$ cat src/rtl/mux32x2_arbiter_if.sv
// Handshake bundle between the mux32x2 arbiter, its two requesters, the shared
// mux and the downstream consumer. master = arbiter side, slave = environment side.
interface mux32x2_arbiter_if #(
  parameter int WIDTH = 32
);
  logic             in0_valid;
  logic             in0_last;
  logic             in0_ready;
  logic             in1_valid;
  logic             in1_last;
  logic             in1_ready;
  logic             mux_sel;
  logic [WIDTH-1:0] mux_out;
  logic             out_valid;
  logic [WIDTH-1:0] out_data;
  logic             out_ready;

  modport master (
    input  in0_valid, in0_last, in1_valid, in1_last, mux_out, out_ready,
    output in0_ready, in1_ready, mux_sel, out_valid, out_data
  );

  modport slave (
    output in0_valid, in0_last, in1_valid, in1_last, mux_out, out_ready,
    input  in0_ready, in1_ready, mux_sel, out_valid, out_data
  );
endinterface

$ cat src/rtl/mux32x2_arbiter.sv
// Round-robin arbiter sharing a 32-bit 2:1 mux between two requesters, with a
// one-entry output register. Define ARB_BURST_LOCK_EN to keep bursts contiguous.
module mux32x2_arbiter #(
  parameter int WIDTH     = 32,
  parameter bit INIT_PRIO = 1'b0
) (
  input logic                clk,
  input logic                rst,
  mux32x2_arbiter_if.master  bus
);

  logic             out_valid_q, out_valid_d;
  logic [WIDTH-1:0] out_data_q,  out_data_d;
  logic             prio_q,      prio_d;
  logic             grant;
  logic             space;
  logic             acc0, acc1, acc;
  logic             acc_last;

`ifdef ARB_BURST_LOCK_EN
  typedef enum logic [1:0] {ARB, LOCK0, LOCK1} state_t;
  state_t state_q, state_d;
`endif

  assign space = !out_valid_q || bus.out_ready;

  always_comb begin
    grant = prio_q;
    if (bus.in0_valid && !bus.in1_valid)      grant = 1'b0;
    else if (bus.in1_valid && !bus.in0_valid) grant = 1'b1;
`ifdef ARB_BURST_LOCK_EN
    // A locked burst owns the mux regardless of what either requester presents.
    if (state_q == LOCK0)      grant = 1'b0;
    else if (state_q == LOCK1) grant = 1'b1;
`endif
  end

  assign bus.in0_ready = !rst && space && bus.in0_valid && (grant == 1'b0);
  assign bus.in1_ready = !rst && space && bus.in1_valid && (grant == 1'b1);
  assign bus.mux_sel   = grant;

  assign acc0     = bus.in0_valid && bus.in0_ready;
  assign acc1     = bus.in1_valid && bus.in1_ready;
  assign acc      = acc0 || acc1;
`ifdef ARB_BURST_LOCK_EN
  assign acc_last = acc1 ? bus.in1_last : bus.in0_last;
`else
  assign acc_last = 1'b1;
`endif

  always_comb begin
    out_valid_d = out_valid_q;
    out_data_d  = out_data_q;
    prio_d      = prio_q;
    if (acc) begin
      out_data_d  = bus.mux_out;
      out_valid_d = 1'b1;
      if (acc_last) prio_d = ~grant;
    end else if (bus.out_ready) begin
      out_valid_d = 1'b0;
    end
  end

  always_ff @(posedge clk or posedge rst) begin
    if (rst) begin
      out_valid_q <= 1'b0;
      out_data_q  <= '0;
      prio_q      <= INIT_PRIO;
    end else begin
      out_valid_q <= out_valid_d;
      out_data_q  <= out_data_d;
      prio_q      <= prio_d;
    end
  end

`ifdef ARB_BURST_LOCK_EN
  always_comb begin
    state_d = state_q;
    case (state_q)
      ARB:     if (acc && !acc_last) state_d = acc1 ? LOCK1 : LOCK0;
      LOCK0,
      LOCK1:   if (acc && acc_last)  state_d = ARB;
      default: state_d = ARB;
    endcase
  end

  always_ff @(posedge clk or posedge rst) begin
    if (rst) state_q <= ARB;
    else     state_q <= state_d;
  end
`endif

  assign bus.out_valid = out_valid_q;
  assign bus.out_data  = out_data_q;

endmodule

$ cat src/flat_wrapper.sv
// flat-port wrapper written by rule: the top's interface ports become plain ports
module mux32x2_arbiter_flat 
#(
  parameter int WIDTH     = 32,
  parameter bit INIT_PRIO = 1'b0
)
  (clk, rst, bus_in0_valid, bus_in0_last, bus_in1_valid, bus_in1_last, bus_mux_out, bus_out_ready, bus_in0_ready, bus_in1_ready, bus_mux_sel, bus_out_valid, bus_out_data);
  mux32x2_arbiter_if #(.WIDTH(WIDTH)) bus_i ();
  input logic clk;
  input logic rst;
  input wire logic [$bits(bus_i.in0_valid)-1:0] bus_in0_valid;
  input wire logic [$bits(bus_i.in0_last)-1:0] bus_in0_last;
  input wire logic [$bits(bus_i.in1_valid)-1:0] bus_in1_valid;
  input wire logic [$bits(bus_i.in1_last)-1:0] bus_in1_last;
  input wire logic [$bits(bus_i.mux_out)-1:0] bus_mux_out;
  input wire logic [$bits(bus_i.out_ready)-1:0] bus_out_ready;
  output wire logic [$bits(bus_i.in0_ready)-1:0] bus_in0_ready;
  output wire logic [$bits(bus_i.in1_ready)-1:0] bus_in1_ready;
  output wire logic [$bits(bus_i.mux_sel)-1:0] bus_mux_sel;
  output wire logic [$bits(bus_i.out_valid)-1:0] bus_out_valid;
  output wire logic [$bits(bus_i.out_data)-1:0] bus_out_data;
  assign bus_i.in0_valid = bus_in0_valid;
  assign bus_i.in0_last = bus_in0_last;
  assign bus_i.in1_valid = bus_in1_valid;
  assign bus_i.in1_last = bus_in1_last;
  assign bus_i.mux_out = bus_mux_out;
  assign bus_i.out_ready = bus_out_ready;
  assign bus_in0_ready = bus_i.in0_ready;
  assign bus_in1_ready = bus_i.in1_ready;
  assign bus_mux_sel = bus_i.mux_sel;
  assign bus_out_valid = bus_i.out_valid;
  assign bus_out_data = bus_i.out_data;
  mux32x2_arbiter #(.WIDTH(WIDTH), .INIT_PRIO(INIT_PRIO)) u_core (.clk(clk), .rst(rst), .bus(bus_i));
endmodule
$ cat config.mk
export PLATFORM = sky130hd
export DESIGN_NAME = mux32x2_arbiter_flat
export DESIGN_NICKNAME = d
export VERILOG_FILES = /design/src/rtl/mux32x2_arbiter_if.sv /design/src/rtl/mux32x2_arbiter.sv /design/src/flat_wrapper.sv
export SDC_FILE = /design/constraint.sdc
export NUM_CORES = 1
export LEC_CHECK = 0
export ABC_AREA = 1
export CAP_MARGIN = 20
export CORE_UTILIZATION = 35
export CTS_BUF_LIST = sky130_fd_sc_hd__clkbuf_4
export CTS_CLUSTER_DIAMETER = 120
export DETAILED_ROUTE_END_ITERATION = 6
export DONT_BUFFER_PORTS = 1
export SYNTH_ARGS = -nofsm -noshare
export SYNTH_HDL_FRONTEND = slang
export SYNTH_SLANG_ARGS = --single-unit
$ cat constraint.sdc
create_clock -name clk -period 1.1 [get_ports clk]
set_input_delay 0.22 -clock clk [delete_from_list [all_inputs] [get_ports clk]]
set_output_delay 0.22 -clock clk [all_outputs]
set_load 0.01 [all_outputs]
==> results.md <==
* Total gr overflow at 0
* Slew margin rel. at 71.67%
* Starting density of the core at 36.18%
* CP Class: register to primary output
* Ant diodes at 0
* Min Tclk post-route at 1.324 ns
* Port bufs at 0
* CTS Buf Count at 5
* Wire per inst at 16.34 µm
* CTS root buffer: clkbuf_4
* Slew Viols, Final at 0
* Setup WS post-layout at -0.2241 ns
* DRC viols at 0
* Leading area contributor after synthesis: dfrtp_1
* DP Cell Count at 213
* Worst hold path class: primary input to register
* Num ports at 75
* Power Density at 1735 nW/µm²
* CP delay by family, top: flip-flops
* CP max FO at 2
* Synth top area share at 54.01%
* Worst path required time at 0.88 ns
* Critical Path Sink Type: primary output
* Die ar. at 4773 µm²
* Design area at 2073 µm²
* Synth Cell Area at 1575 µm²
* RePlAce Congestion at 0.7473
* Via density per instance at 5.020
* Synth Register Bits at 34
* CP Cell Sequence: a21oi_4, nand2_4, inv_2
* Chip Height at 69.09 µm
* Critical Path Source Type: register
* DRT Pass-1 Iters at 4
* Clock Sink Count at 34
* Antenna violations before repair at 0
* Clock latency on the worst-skew pair at 0.32 ns
* Gr usage total at 15.99%
* Max Fclk at 755.2 MHz
* Commonest non-fill, non-tap cell in the layout: nand2_1
* Hpwl dp at 2.474 mm
* Buf/Inv on CP at 1
* Outcome: complete, but fails checks
* Tot Pwr at 3.598 mW
* Core area at 4354 µm²
* Area growth syn-to-layout at 31.61%
* Non-filler instance count after layout at 244
* Layout cells sized above 1 at 32.81%
* Largest net degree at the start of global routing at 35
* Routed Antenna Nets at 0
* CTS clk-pin slew, worst paths at 0.10 ns
* Routed WL at 3.986 mm
* DR vias at 1,225
* Setup Viol. Count Final at 38
* H-tree Lvls at 2
* Mapped Avg Cell Area at 9.970 µm²
* Max-cap viol count at 0
* Vias in the first global route at 1,229
* Commonest non-fill, non-tap cells in the layout: nand2_1, dfrtp_1, nand3_2, dlygate4sd3_1, nand3_1
* Sequential-to-total area share from yosys stat at 54.01%
* CTS tree: yes
* Die Wd at 69.09 µm
* Worst-Margin Slew at 0.4250 ns
* Worst vdd ir at 0.7966 mV
* Worst slack, placed at -0.1167 ns
* Violated checks: negative setup slack
* Worst Skew at 0.009582 ns
* RSZ-0062 raised after global routing: yes
* Worst path max stage delay at 0.42 ns
* Hold WS at 0.01672 ns
* Starting DRT DRC Count at 61
* FP Rows at 24
* First-pass GRT wire length at 5.982 mm
* Hold Vio Cnt, Final at 0
* Yosys warns at 0
* Part of the cycle the worst path needs at 120.4%
* Clk buf depth at 2
* Number of nets in the layout at 231
* Arr. time, crit path at 1.10 ns
* Distinct cells, synth at 12
* Lkg Pwr at 1.057 nW
* Slowest cell on the critical path: dfrtp_1
* Top cells by area, synth: dfrtp_1, nand2_1, nand3_2
* Syn Inst Count at 158
* Syn Nets at 197
* Post-DP Area at 1708 µm²
==> logic make-up (layout without fill, tap and decap cells) <==
kind of cell	count (synthesis)	count (layout)	synth area share, %
AND/OR/NAND/NOR	103	103	34.63
flip-flops	34	34	54.01
AO/OA/AOI/OAI	5	5	3.257
buffers and inverters	16	50	8.102
==> report_power, final <==
| group | switching [mW] | internal [mW] |
|---|---|---|
| logic | 0.466 | 0.493 |
| clock network | 0.381 | 0.290 |
| registers | 0.408 | 1.56 |
==> stage by stage <==
step                      setup TNS (ns)  util, %
after floorplan                   -7.141        -
after global routing              -9.792    47.61
final                             -7.125    47.61
after global placement            -1.803    39.22
after detailed placement          -2.948    39.22
after CTS                         -6.418    45.09
==> worst paths after layout <==
| path | from | end | slack, ns | cells past startpoint |
|---|---|---|---|---|
| max | u_core.bus.out_valid | bus_in0_ready | -0.22 | 3 |
| max reg2reg | u_core.bus.out_valid | u_core.bus.out_data[19] | -0.21 | 8 |
| min | bus_mux_out[14] | u_core.bus.out_data[14] | 0.02 | 2 |
| min reg2reg | u_core.bus.out_data[31] | u_core.bus.out_data[31] | 0.59 | 2 |
| min in group asynchronous | rst | u_core.bus.out_data[25] | 0.42 | 3 |
| max in group asynchronous | rst | u_core.bus.out_data[31] | 0.37 | 3 |
==> registers in the layout, indices dropped and copies added, names as in the netlist <==
register,count
u_core.prio_q,1
u_core.bus.out_valid,1
u_core.bus.out_data,32
==> what timing repair did <==
| action | CTS | global route |
|---|---|---|
| setup buffers | 4 | 1 |
| hold buffers | 15 | 0 |
| endpoints found under the hold margin | 48 | 0 |
| gates cloned | 0 | 4 |
| endpoints found under the setup margin | 38 | 38 |
| pin swaps | 6 | 0 |
| gates resized for setup | 6 | 1 |
==> layer usage <==
| metal | global-route usage (%) | part of all wire, % | vias up |
|---|---|---|---|
| met5 | 0 | 0 | - |
| met3 | 5.848 | 6.4 | 8 |
| li1 | - | - | 568 |
| met1 | 17.55 | 37 | 598 |
| met2 | 28.80 | 55 | 51 |
| met4 | 4.308 | 1.9 | 0 |
==> worst register-to-register path, stage by stage (launching register included) <==
cell and delay, ns:
dfrtp_1 0.42, buf_4 0.15, nand2_2 0.07, nand2_2 0.06, a21oi_4 0.14, buf_12 0.16
buf_12 0.12, nand2_1 0.06, nand2_1 0.07
==> synthesized netlist by cell type <==
| master | n |
|---|---|
| nand2_1 | 65 |
| dfrtp_1 | 34 |
| nand3_2 | 20 |
| nand3_1 | 13 |
| buf_6 | 9 |
| inv_1 | 5 |
| nand2_2 | 4 |
| a21oi_1 | 2 |
| a21oi_4 | 2 |
| inv_2 | 2 |
| a21oi_2 | 1 |
| nand2_4 | 1 |
==> layout make-up <==
cell class,count,area (µm²)
timing repair buffer,36,455.4
sequential,34,850.8
multi-input combinational,108,616.8
clock buffer,7,52.55
inverter,7,32.53
fill,402,2281
tap,52,65.06
Power figures use the tool's default switching activity.
